## config.mk

```make
export PLATFORM = sky130hd
export DESIGN_NAME = key_debounce
export DESIGN_NICKNAME = d
export VERILOG_FILES = /design/src/rtl/key_pkg.sv /design/src/rtl/key_debounce_fsm.sv /design/src/rtl/key_debounce.sv
export SDC_FILE = /design/constraint.sdc
export NUM_CORES = 1
export LEC_CHECK = 0
export BUFFER_PORTS_ARGS = -buffer_cell sky130_fd_sc_hd__clkbuf_2
export CORE_AREA = 2 2 87 89
export DETAILED_ROUTE_END_ITERATION = 6
export DIE_AREA = 0 0 89 91
export PLACE_DENSITY = 0.52
export SYNTH_ARGS = -nofsm -noshare
export SYNTH_HDL_FRONTEND = slang
export SYNTH_SLANG_ARGS = --single-unit
export TNS_END_PERCENT = 5
```

## constraint.sdc

```tcl
create_clock -name clk -period 1.9 [get_ports clk]
set_clock_uncertainty 0.15 [all_clocks]
set_input_delay 0.285 -clock clk [delete_from_list [all_inputs] [get_ports clk]]
set_output_delay 0.285 -clock clk [all_outputs]
set_load 0.03 [all_outputs]
```

## src/rtl/key_pkg.sv

```systemverilog
// rtl/key_pkg.sv - shared types and width helper for the key debouncer
// Contents: per-key FSM state type and a counter-width helper.
package key_pkg;

    typedef enum logic [1:0] {
        ST_IDLE         = 2'd0,
        ST_PRESS_WAIT   = 2'd1,
        ST_HELD         = 2'd2,
        ST_RELEASE_WAIT = 2'd3
    } key_state_t;

    // Bits needed to hold values 0..n-1, never less than one bit.
    function automatic int width_for(input int n);
        return (n <= 2) ? 1 : $clog2(n);
    endfunction

endpackage

```

## src/rtl/key_debounce_fsm.sv

```systemverilog
// rtl/key_debounce_fsm.sv - one key: synchronizer, debounce FSM, optional auto-repeat
// Ports:
//   clk, rst_n    clock, asynchronous active-low reset
//   tick          shared sample strobe; the FSM only advances on tick cycles
//   key_n         raw active-low key
//   level         debounced level, 1 = pressed
//   press         one-clk strobe on accepted press (and on repeats)
//   key_release   one-clk strobe on accepted release ('release' is a reserved word)
// Optional feature: KEY_REPEAT_EN adds the per-key auto-repeat counter.
module key_debounce_fsm
    import key_pkg::*;
#(
    parameter int STABLE_TICKS = 10,
    parameter int REPEAT_DELAY = 500,
    parameter int REPEAT_RATE  = 100
) (
    input  logic clk,
    input  logic rst_n,
    input  logic tick,
    input  logic key_n,
    output logic level,
    output logic press,
    output logic key_release
);

    localparam int CW = width_for(STABLE_TICKS + 1);
    localparam logic [CW-1:0] CNT_LAST = CW'(STABLE_TICKS - 1);
    localparam logic [CW-1:0] CNT_MAX  = CW'(STABLE_TICKS);

    if (STABLE_TICKS < 1 || STABLE_TICKS > 255 || REPEAT_DELAY < 1 || REPEAT_RATE < 1) begin : g_bad_params
        $error("key_debounce_fsm: illegal parameter value");
    end

    logic       sync1_q, sync2_q;
    logic       sample;
    key_state_t state_q, state_d;
    logic [CW-1:0] cnt_q, cnt_d;
    logic       level_q, level_d;
    logic       press_q, press_d;
    logic       release_q, release_d;
    logic       rep_fire;

    assign sample = ~sync2_q;

    always_ff @(posedge clk or negedge rst_n) begin
        if (!rst_n) begin
            sync1_q <= 1'b1;
            sync2_q <= 1'b1;
        end else begin
            sync1_q <= key_n;
            sync2_q <= sync1_q;
        end
    end

    always_comb begin
        state_d = state_q;
        cnt_d   = cnt_q;
        if (tick) begin
            case (state_q)
                ST_IDLE: begin
                    if (sample) begin
                        if (STABLE_TICKS == 1) begin
                            state_d = ST_HELD;
                        end else begin
                            state_d = ST_PRESS_WAIT;
                            cnt_d   = CW'(1);
                        end
                    end
                end
                ST_PRESS_WAIT: begin
                    if (!sample) begin
                        state_d = ST_IDLE;
                        cnt_d   = '0;
                    end else if (cnt_q >= CNT_LAST) begin
                        state_d = ST_HELD;
                        cnt_d   = '0;
                    end else if (cnt_q != CNT_MAX) begin
                        cnt_d = cnt_q + CW'(1);
                    end
                end
                ST_HELD: begin
                    if (!sample) begin
                        if (STABLE_TICKS == 1) begin
                            state_d = ST_IDLE;
                        end else begin
                            state_d = ST_RELEASE_WAIT;
                            cnt_d   = CW'(1);
                        end
                    end
                end
                ST_RELEASE_WAIT: begin
                    if (sample) begin
                        state_d = ST_HELD;
                        cnt_d   = '0;
                    end else if (cnt_q >= CNT_LAST) begin
                        state_d = ST_IDLE;
                        cnt_d   = '0;
                    end else if (cnt_q != CNT_MAX) begin
                        cnt_d = cnt_q + CW'(1);
                    end
                end
                default: begin
                    state_d = ST_IDLE;
                    cnt_d   = '0;
                end
            endcase
        end
    end

`ifdef KEY_REPEAT_EN
    localparam int REP_MAX = (REPEAT_DELAY > REPEAT_RATE) ? REPEAT_DELAY : REPEAT_RATE;
    localparam int RW = width_for(REP_MAX + 1);

    logic [RW-1:0] rep_cnt_q, rep_cnt_d;
    logic          rep_first_q, rep_first_d;
    logic [RW-1:0] rep_limit;

    // Counts HELD ticks; the first period is REPEAT_DELAY, later ones REPEAT_RATE.
    // Reloading to 1 on a fire makes the fire tick itself the first of the next period.
    always_comb begin
        rep_cnt_d   = rep_cnt_q;
        rep_first_d = rep_first_q;
        rep_fire    = 1'b0;
        rep_limit   = rep_first_q ? RW'(REPEAT_DELAY) : RW'(REPEAT_RATE);
        if (state_q != ST_HELD) begin
            rep_cnt_d   = '0;
            rep_first_d = 1'b1;
        end else if (tick && sample) begin
            if (rep_cnt_q == rep_limit) begin
                rep_fire    = 1'b1;
                rep_cnt_d   = RW'(1);
                rep_first_d = 1'b0;
            end else begin
                rep_cnt_d = rep_cnt_q + RW'(1);
            end
        end
    end

    always_ff @(posedge clk or negedge rst_n) begin
        if (!rst_n) begin
            rep_cnt_q   <= '0;
            rep_first_q <= 1'b1;
        end else begin
            rep_cnt_q   <= rep_cnt_d;
            rep_first_q <= rep_first_d;
        end
    end
`else
    assign rep_fire = 1'b0;
`endif

    // Strobes derive from the registered level's edges, so press and release
    // for one key are mutually exclusive by construction.
    always_comb begin
        level_d   = (state_q == ST_HELD) || (state_q == ST_RELEASE_WAIT);
        press_d   = (level_d && !level_q) || rep_fire;
        release_d = !level_d && level_q;
    end

    always_ff @(posedge clk or negedge rst_n) begin
        if (!rst_n) begin
            state_q   <= ST_IDLE;
            cnt_q     <= '0;
            level_q   <= 1'b0;
            press_q   <= 1'b0;
            release_q <= 1'b0;
        end else begin
            state_q   <= state_d;
            cnt_q     <= cnt_d;
            level_q   <= level_d;
            press_q   <= press_d;
            release_q <= release_d;
        end
    end

    assign level       = level_q;
    assign press       = press_q;
    assign key_release = release_q;

endmodule

```

## src/rtl/key_debounce.sv

```systemverilog
// rtl/key_debounce.sv - multi-key debouncer top: shared tick prescaler plus per-key FSMs
// Ports:
//   clk, rst_n    clock, asynchronous active-low reset
//   key_n         raw active-low keys
//   key_level     debounced levels, 1 = pressed
//   press         one-clk strobes on accepted press (and repeats)
//   key_release   one-clk strobes on accepted release ('release' is a reserved word)
// Optional feature: KEY_REPEAT_EN enables auto-repeat inside each key FSM.
module key_debounce
    import key_pkg::*;
#(
    parameter int NUM_KEYS     = 3,
    parameter int TICK_DIV     = 50000,
    parameter int STABLE_TICKS = 10,
    parameter int REPEAT_DELAY = 500,
    parameter int REPEAT_RATE  = 100
) (
    input  logic                clk,
    input  logic                rst_n,
    input  logic [NUM_KEYS-1:0] key_n,
    output logic [NUM_KEYS-1:0] key_level,
    output logic [NUM_KEYS-1:0] press,
    output logic [NUM_KEYS-1:0] key_release
);

    localparam int PW = width_for(TICK_DIV);
    localparam logic [PW-1:0] DIV_LAST = PW'(TICK_DIV - 1);

    logic [PW-1:0] div_q, div_d;
    logic          tick;

    // With TICK_DIV = 1 the count sits at 0 == DIV_LAST, so tick stays high.
    assign tick = (div_q == DIV_LAST);

    always_comb begin
        div_d = tick ? '0 : div_q + PW'(1);
    end

    always_ff @(posedge clk or negedge rst_n) begin
        if (!rst_n) begin
            div_q <= '0;
        end else begin
            div_q <= div_d;
        end
    end

    for (genvar i = 0; i < NUM_KEYS; i++) begin : g_key
        key_debounce_fsm #(
            .STABLE_TICKS (STABLE_TICKS),
            .REPEAT_DELAY (REPEAT_DELAY),
            .REPEAT_RATE  (REPEAT_RATE)
        ) u_fsm (
            .clk         (clk),
            .rst_n       (rst_n),
            .tick        (tick),
            .key_n       (key_n[i]),
            .level       (key_level[i]),
            .press       (press[i]),
            .key_release (key_release[i])
        );
    end

endmodule

```

==> impl_metrics.yaml, run 1 <==
timing:
  rsz0062_at_grt: "true"
  period_share_pct: 96.9
  slew_headroom_pct: 76.7
  worst_pin_slew_ns: 0.346
  slew_viol_final: 0
  setup_viol: 0
  min_period_ns: 1.84
  hold_viol_final: 0
  fin_setup_tns_ns: 0
  max_clock_freq_mhz: 543
floorplanning:
  initial_core_util_pct: 34.2
  core_area_sq_mm: 0.00714
  chipHeight_microns: 91
  die_area_sq_mm: 0.00810
  die_w_microns: 89
  fp-row-count: 31
  pin_count: 14
logic_synthesis:
  synth_top_family_by_area: "simple AND/OR/NAND/NOR gates"
  synth-edff-count: 0
  synth_top_area_share_pct: 44.1
  synth_mux_area_share_pct: 0
  yosys_warnings: 0
  synth_most_common_cell: "dfrtp_1"
  synthesis.nets: 244
  synth_cell_type_count: 50
  synth_compound_area_share_pct: 14.1
  netlist_instances: 226
  async_flop_share_pct: 100
  ys_top_cells_by_area: "dfrtp_1 (44%), ha_1 (6.7%), dfstp_2 (6.5%), xor2_1 (2.9%), buf_4 (2.8%)"
  ys_top_cells_by_count: "dfrtp_1 (43), nor2_1 (18), ha_1 (13), inv_1 (12), nand3_1 (10)"
  synthSimpleGateAreaFrac_pct: 16.1
  synth_area_sq_mm: 0.00244
  syn_area_per_cell_sq_um: 10.8
  yosys_most_used_dff: "dfrtp_1"
  synth.largest_area_cell: "dfrtp_1"
  synth_xor_area_share_pct: 5.70
  synth_seq_area_share_pct: 50.6
  ys_ff_latch: 49
  synth_adder_area_share_pct: 6.67
setup_path:
  worstSetupPathType: "flip-flop to flip-flop"
  crit_fanout: 6
  cp_cell_sequence: "ha_1, or3b_2, a21boi_1, buf_4, nand2_1, a2bb2oi_1"
  cp_data_arrival_time_ns: 1.92
  r2r_start: "g_key[0].u_fsm.cnt_q[0]$_DFFE_PN0P_"
  path_buf_inv: 1
  critical_path.startpoint_type: "flip-flop"
  endpoint_kind: "flip-flop"
  r2r_cells: 6
  crit_slowest_cell: "or3b_2"
  rr_endpoint: "g_key[0].u_fsm.cnt_q[3]$_DFFE_PN0P_"
  rrSetupSlack_ns: 0.06
  required_ns: 1.98
  cpPeakStageDelay_ns: 0.47
  crit_family: "simple AND/OR/NAND/NOR gates"
hold_path:
  worstHoldEndpoint: "g_key[0].u_fsm.sync2_q$_DFF_PN1_"
  holdCritStartpoint: "g_key[0].u_fsm.sync1_q$_DFF_PN1_"
  min_path_type: "flip-flop to flip-flop"
  worstHoldPathCells: 0
layout:
  utilization_pct: 41.6
  num_antenna_cells: 0
  fin_nets: 283
  drive_gt1_share_pct: 28.9
  area_growth_pct: 21.7
  final_cells: 365
power:
  power_uw: 1770
  vdd_drop_max_v: 0.000233
  powerDensity_mw_per_mm2: 596
  leakage_uw: 0.00137
clock_tree:
  clockRootBuffer: "clkbuf_8"
  htreeDepth: 2
  cts_made_buffers: 5
  tritoncts: "built"
  clk_pin_slew_ns: 0.08
  clock_sinks: 49
  cts.path.max_buffers: 2
  worst_skew_pair.late_latency_ns: 0.30
route:
  drt_wl_total_mm: 4.55
  drtAntennaViolNets: 0
  firstDrtPassIters: 4
  vias: 1707
  drt-initial-drc-count: 36
  via_per_inst: 4.68
  drc: 0
  wire_per_inst_microns: 12.5
placement:
  port_buffers: 13
  dp.cells: 352
  dp_hpwl_mm: 3.24
  gp_congestion: 0.800
grt:
  grt_usage_pct: 12.6
  grt_pass1_vias: 1719
  grt_pass1_wl_mm: 7.92
  grt_max_degree: 50
  overflow: 0
  antenna_found_initial: 0
status:
  status: "complete, no violations"
job:
  drv_cap: 0
## flip-flops by register name (all words and copies together), names as in the netlist, named ones only
register,count
g_key.u_fsm.cnt_q,12
g_key.u_fsm.level,3
g_key.u_fsm.sync2_q,3
g_key.u_fsm.press,3
div_q,16
g_key.u_fsm.key_release,3
g_key.u_fsm.state_q,3
g_key.u_fsm.sync1_q,3
## final cells by class
type | instances | area, sq um
multi-input combinational | 144 | 1070
sequential | 49 | 1230
tap | 99 | 124
inverter | 12 | 45.0
timing repair buffer | 53 | 395
clock inverter | 1 | 5.00
fill | 707 | 4170
clock buffer | 7 | 96.3
## report_power, final
group / switching [uW] / internal [uW]
Combinational: 31.4 / 20.8
Sequential: 3.84 / 1050
Clock: 331 / 329
## how the worst max path moves through the flow
| stage | slack [ns] | from | cells after the start | end |
|---|---|---|---|---|
| 2_1_floorplan | 0.03 | g_key[0].u_fsm.cnt_q[0]$_DFFE_PN0P_ | 5 | g_key[0].u_fsm.cnt_q[3]$_DFFE_PN0P_ |
| 3_3_place_gp | 0.04 | g_key[1].u_fsm.cnt_q[0]$_DFFE_PN0P_ | 6 | g_key[1].u_fsm.cnt_q[0]$_DFFE_PN0P_ |
| 3_5_place_dp | 0.05 | g_key[0].u_fsm.cnt_q[0]$_DFFE_PN0P_ | 7 | g_key[0].u_fsm.cnt_q[3]$_DFFE_PN0P_ |
| 4_1_cts | 0.02 | g_key[2].u_fsm.cnt_q[0]$_DFFE_PN0P_ | 7 | g_key[2].u_fsm.cnt_q[0]$_DFFE_PN0P_ |
| 5_1_grt | -0.05 | g_key[0].u_fsm.cnt_q[0]$_DFFE_PN0P_ | 6 | g_key[0].u_fsm.cnt_q[2]$_DFFE_PN0P_ |
| 6_report | 0.06 | g_key[0].u_fsm.cnt_q[0]$_DFFE_PN0P_ | 6 | g_key[0].u_fsm.cnt_q[3]$_DFFE_PN0P_ |
## cell families after synthesis
kind of cell / after synthesis
DFF: 49
adders and majority gates: 13
xor gates and xnor gates: 15
buffers and inverters: 33
and+or+nand+nor: 68
AOI/OAI and AO/OA: 48
## cells in the final DEF (no fill, tap or decap), types with 7 or more instances in the layout
cell type,n
nand3_1,10
inv_1,9
clkbuf_8,7
clkbuf_2,13
ha_1,12
nand2_1,8
dfrtp_1,43
buf_4,33
nor2_1,18
xor2_1,8
## routing by layer
metal | part of all wire [%] | track usage (%) | routed length [microns] | vias up
met2 | 47 | 19.5 | 2130 | 22
met3 | 2.8 | 3.27 | 128 | 7
met4 | 1.7 | 5.10 | 76 | 0
met5 | 0 | 0 | 0 | -
met1 | 49 | 16.7 | 2220 | 805
li1 | - | - | - | 873
## through the flow
step                instance area [sq um]  hold slack (ns)  setup WS (ns)
CTS                                  2920            0.211         0.0192
floorplan                            2440           -0.161         0.0307
detailed placement                   2780            0.147         0.0466
global placement                     2780            0.151         0.0414
global route                         2970            0.215        -0.0474
finish                               2970            0.209         0.0590
## timing repair
item,CTS,global route
endpoints found under the hold margin,46,0
setup buffers,0,1
resized for setup,0,13
hold buffers,4,0
endpoints found under the setup margin,0,11
No activity file was read; power rests on OpenSTA's default activity.
==> run 2, diff against run 1 <==
SYNTH_HIERARCHICAL = 1   (was not set)
==> run 2 against run 1 <==
Compared with the run above: sequential power about the same; via count down 3.9%; synthesized area up 0.21%; synthesized cell count down 5.8%; utilization down 0.77 points; register-to-register slack better by 0.02 ns; wire length down 9.1%; critical path type unchanged; critical endpoint is now g_key[0].u_fsm/cnt_q[0]$_DFFE_PN0P_; first-iteration DRC count up 110%; highest routed layer unchanged; clock power down 8.3%; non-clock buffer count down 15; sequential share of layout area up 0.79 points; critical path depth unchanged.
==> impl_metrics.yaml, run 2 <==
timing:
  setup_viol: 0
  slew_viol_final: 0
  rsz0062_at_grt: "true"
  max_clock_freq_mhz: 548
  fin_ws_ns: 0.0766
  worst_pin_slew_ns: 0.427
  slew_headroom_pct: 71.2
  min_period_ns: 1.82
  period_share_pct: 96.0
  hold_viol_final: 0
layout:
  reg_top3: "div_q: 16 flops, g_key.u_fsm/cnt_q: 12 flops"
  utilization_pct: 40.8
  drive_gt1_share_pct: 26.1
  regArea_sq_mm: 0.00123
  largest_reg_flops: 16
  fin_nets: 267
  fill_cells: 705
  area_growth_pct: 19.2
  fin_area_sq_mm: 0.00291
  final_common_cell: "dfrtp_1"
  multi_input_area_sq_mm: 0.00113
  final_cell_mix: "dfrtp_1 (43), buf_4 (17), nand2_1 (14), inv_1 (14), clkbuf_2 (13)"
  regMostFlops: "div_q"
  num_antenna_cells: 0
logic_synthesis:
  ys_top_cells_by_count: "dfrtp_1 (43), inv_1 (14), nand2_1 (14), ha_1 (13), nor2_1 (9)"
  syn_area_per_cell_sq_um: 11.5
  synth_most_common_cell: "dfrtp_1"
  synthesis.nets: 231
  synth-edff-count: 0
  yosys_most_used_dff: "dfrtp_1"
  synth_area_sq_mm: 0.00244
  ys_top_cells_by_area: "dfrtp_1 (44%), ha_1 (6.7%), dfstp_2 (6.5%), a32o_1 (3.3%), mux2i_1 (3.3%)"
  synth_top_area_share_pct: 44.0
  ys_ff_latch: 49
  yosys_warnings: 6
  async_flop_share_pct: 100
  synth.largest_area_cell: "dfrtp_1"
  synth_cell_type_count: 46
  netlist_instances: 213
  synth_seq_area_share_pct: 50.5
status:
  status: "complete, no violations"
floorplanning:
  die_area_sq_mm: 0.00810
  die_w_microns: 89
  initial_core_util_pct: 34.2
  fp-row-count: 31
  core_area_sq_mm: 0.00714
  chipHeight_microns: 91
  pin_count: 14
power:
  power_frac_comb_pct: 2.5
  p_sw_share_pct: 20.3
  switchingPower_uw: 346
  vdd_drop_max_v: 0.000378
  p_seq_share_pct: 62.0
  internal_power_uw: 1360
  powerDensity_mw_per_mm2: 585
  clockPowerShare_pct: 35.5
  leakage_uw: 0.00136
clock_tree:
  clk_pin_slew_ns: 0.08
  worst_skew_pair.late_latency_ns: 0.29
  htreeDepth: 2
  cts.path.max_buffers: 2
  clock_sinks: 49
  tritoncts: "built"
  cts_made_buffers: 5
  clockRootBuffer: "clkbuf_8"
setup_path:
  endpoint_kind: "flip-flop"
  cp_data_arrival_time_ns: 1.85
  crit_slowest_cell: "dfrtp_1"
  required_ns: 1.93
  critical_path.startpoint_type: "flip-flop"
  r2r_start: "div_q[11]$_DFF_PN0_"
  crit_fanout: 10
  cp_cell_sequence: "nor4bb_1, and4_4, buf_6, a21boi_1, a31o_2, a32o_1"
  cpPeakStageDelay_ns: 0.39
  worstSetupPathType: "flip-flop to flip-flop"
  crit_start: "div_q[11]$_DFF_PN0_"
route:
  drc: 0
  vias: 1641
  wire_per_inst_microns: 11.9
  drtAntennaViolNets: 0
  via_per_inst: 4.72
  firstDrtPassIters: 4
  drt_wl_total_mm: 4.13
  drt-initial-drc-count: 77
hold_path:
  holdCritStartpoint: "g_key[2].u_fsm/sync1_q$_DFF_PN1_"
  min_path_type: "flip-flop to flip-flop"
grt:
  grt_max_degree: 50
  overflow: 0
  antenna_found_initial: 0
  grt_usage_pct: 11.1
  grt_pass1_wl_mm: 7.31
  grt_pass1_vias: 1657
placement:
  gp_congestion: 0.770
  dpl_cell_area_sq_mm: 0.00275
  dp_hpwl_mm: 2.96
  port_buffers: 13
  pre_cts_slack_ns: 0.0166
job:
  drv_cap: 0
run 2: area by class of cell:
class / count / share of cell area, %
inverter: 14 / 1.80
multi-input combinational: 141 / 38.8
sequential: 49 / 42.4
timing repair buffer: 38 / 9.84
tap: 99 / 4.25
clock buffer: 7 / 2.96
run 2: power by group through the flow:
stage	Combinational (uW)	Clock, uW	Sequential [uW]
after floorplan	6.67	0	1080
after global placement	38.4	0	1080
after detailed placement	38.5	0	1080
after CTS	45.2	639	1060
after global routing	49.0	682	1060
final	42.5	605	1060
run 2: per-stage QoR:
step / cells / setup TNS (ns) / total power, uW / hold slack (ns)
6_report: 348 / 0 / 1700 / 0.209
4_1_cts: 347 / 0 / 1740 / 0.209
3_3_place_gp: 336 / -0.000162 / 1120 / 0.144
2_1_floorplan: 213 / -0.161 / 1080 / -0.161
5_1_grt: 348 / -0.00393 / 1790 / 0.214
3_5_place_dp: 336 / 0 / 1120 / 0.145
run 2: final timing paths:
| check | cells past startpoint | to | slack, ns |
|---|---|---|---|
| max | 6 | g_key[0].u_fsm/cnt_q[0]$_DFFE_PN0P_ | 0.08 |
| min in group asynchronous | 3 | async pin | 0.37 |
| min reg2reg | 0 | g_key[2].u_fsm/sync2_q$_DFF_PN1_ | 0.21 |
| max reg2reg | 6 | g_key[0].u_fsm/cnt_q[0]$_DFFE_PN0P_ | 0.08 |
| min | 0 | g_key[2].u_fsm/sync2_q$_DFF_PN1_ | 0.21 |
| max in group asynchronous | 3 | g_key[2].u_fsm/sync1_q$_DFF_PN1_ | 0.94 |
run 2: repair_timing:
action / in CTS / in global routing
endpoints found under the hold margin: 46 / 0
buffers inserted: 0 / 1
resized for setup: 0 / 7
endpoints found under the setup margin: 0 / 15
hold buffers: 4 / 0
run 2: cell families (layout without fill, tap and decap cells):
kind of cell    Yosys count  in the layout  share of synthesized area, %
mux                       8              8                          3.28
compound gates           34             34                          11.7
simple gates             71             71                          17.7
buf+inv                  23             59                          4.15
flops                    49             49                          50.5
xor+xnor                 15             15                          5.99
fa+ha+maj                13             13                          6.66
run 2: routing by layer:
layer,GRT usage (%),part of all wire (%)
met1,14.6,51
met2,18.2,46
met3,2.82,1.9
met4,2.74,0.87
met5,0,0
run 2: critical path: cells and delay by family (launching register included):
kind	cells	cell delay, ns
simple gates	2	0.58
compound gates	3	0.46
flops	1	0.39
buf+inv	1	0.13
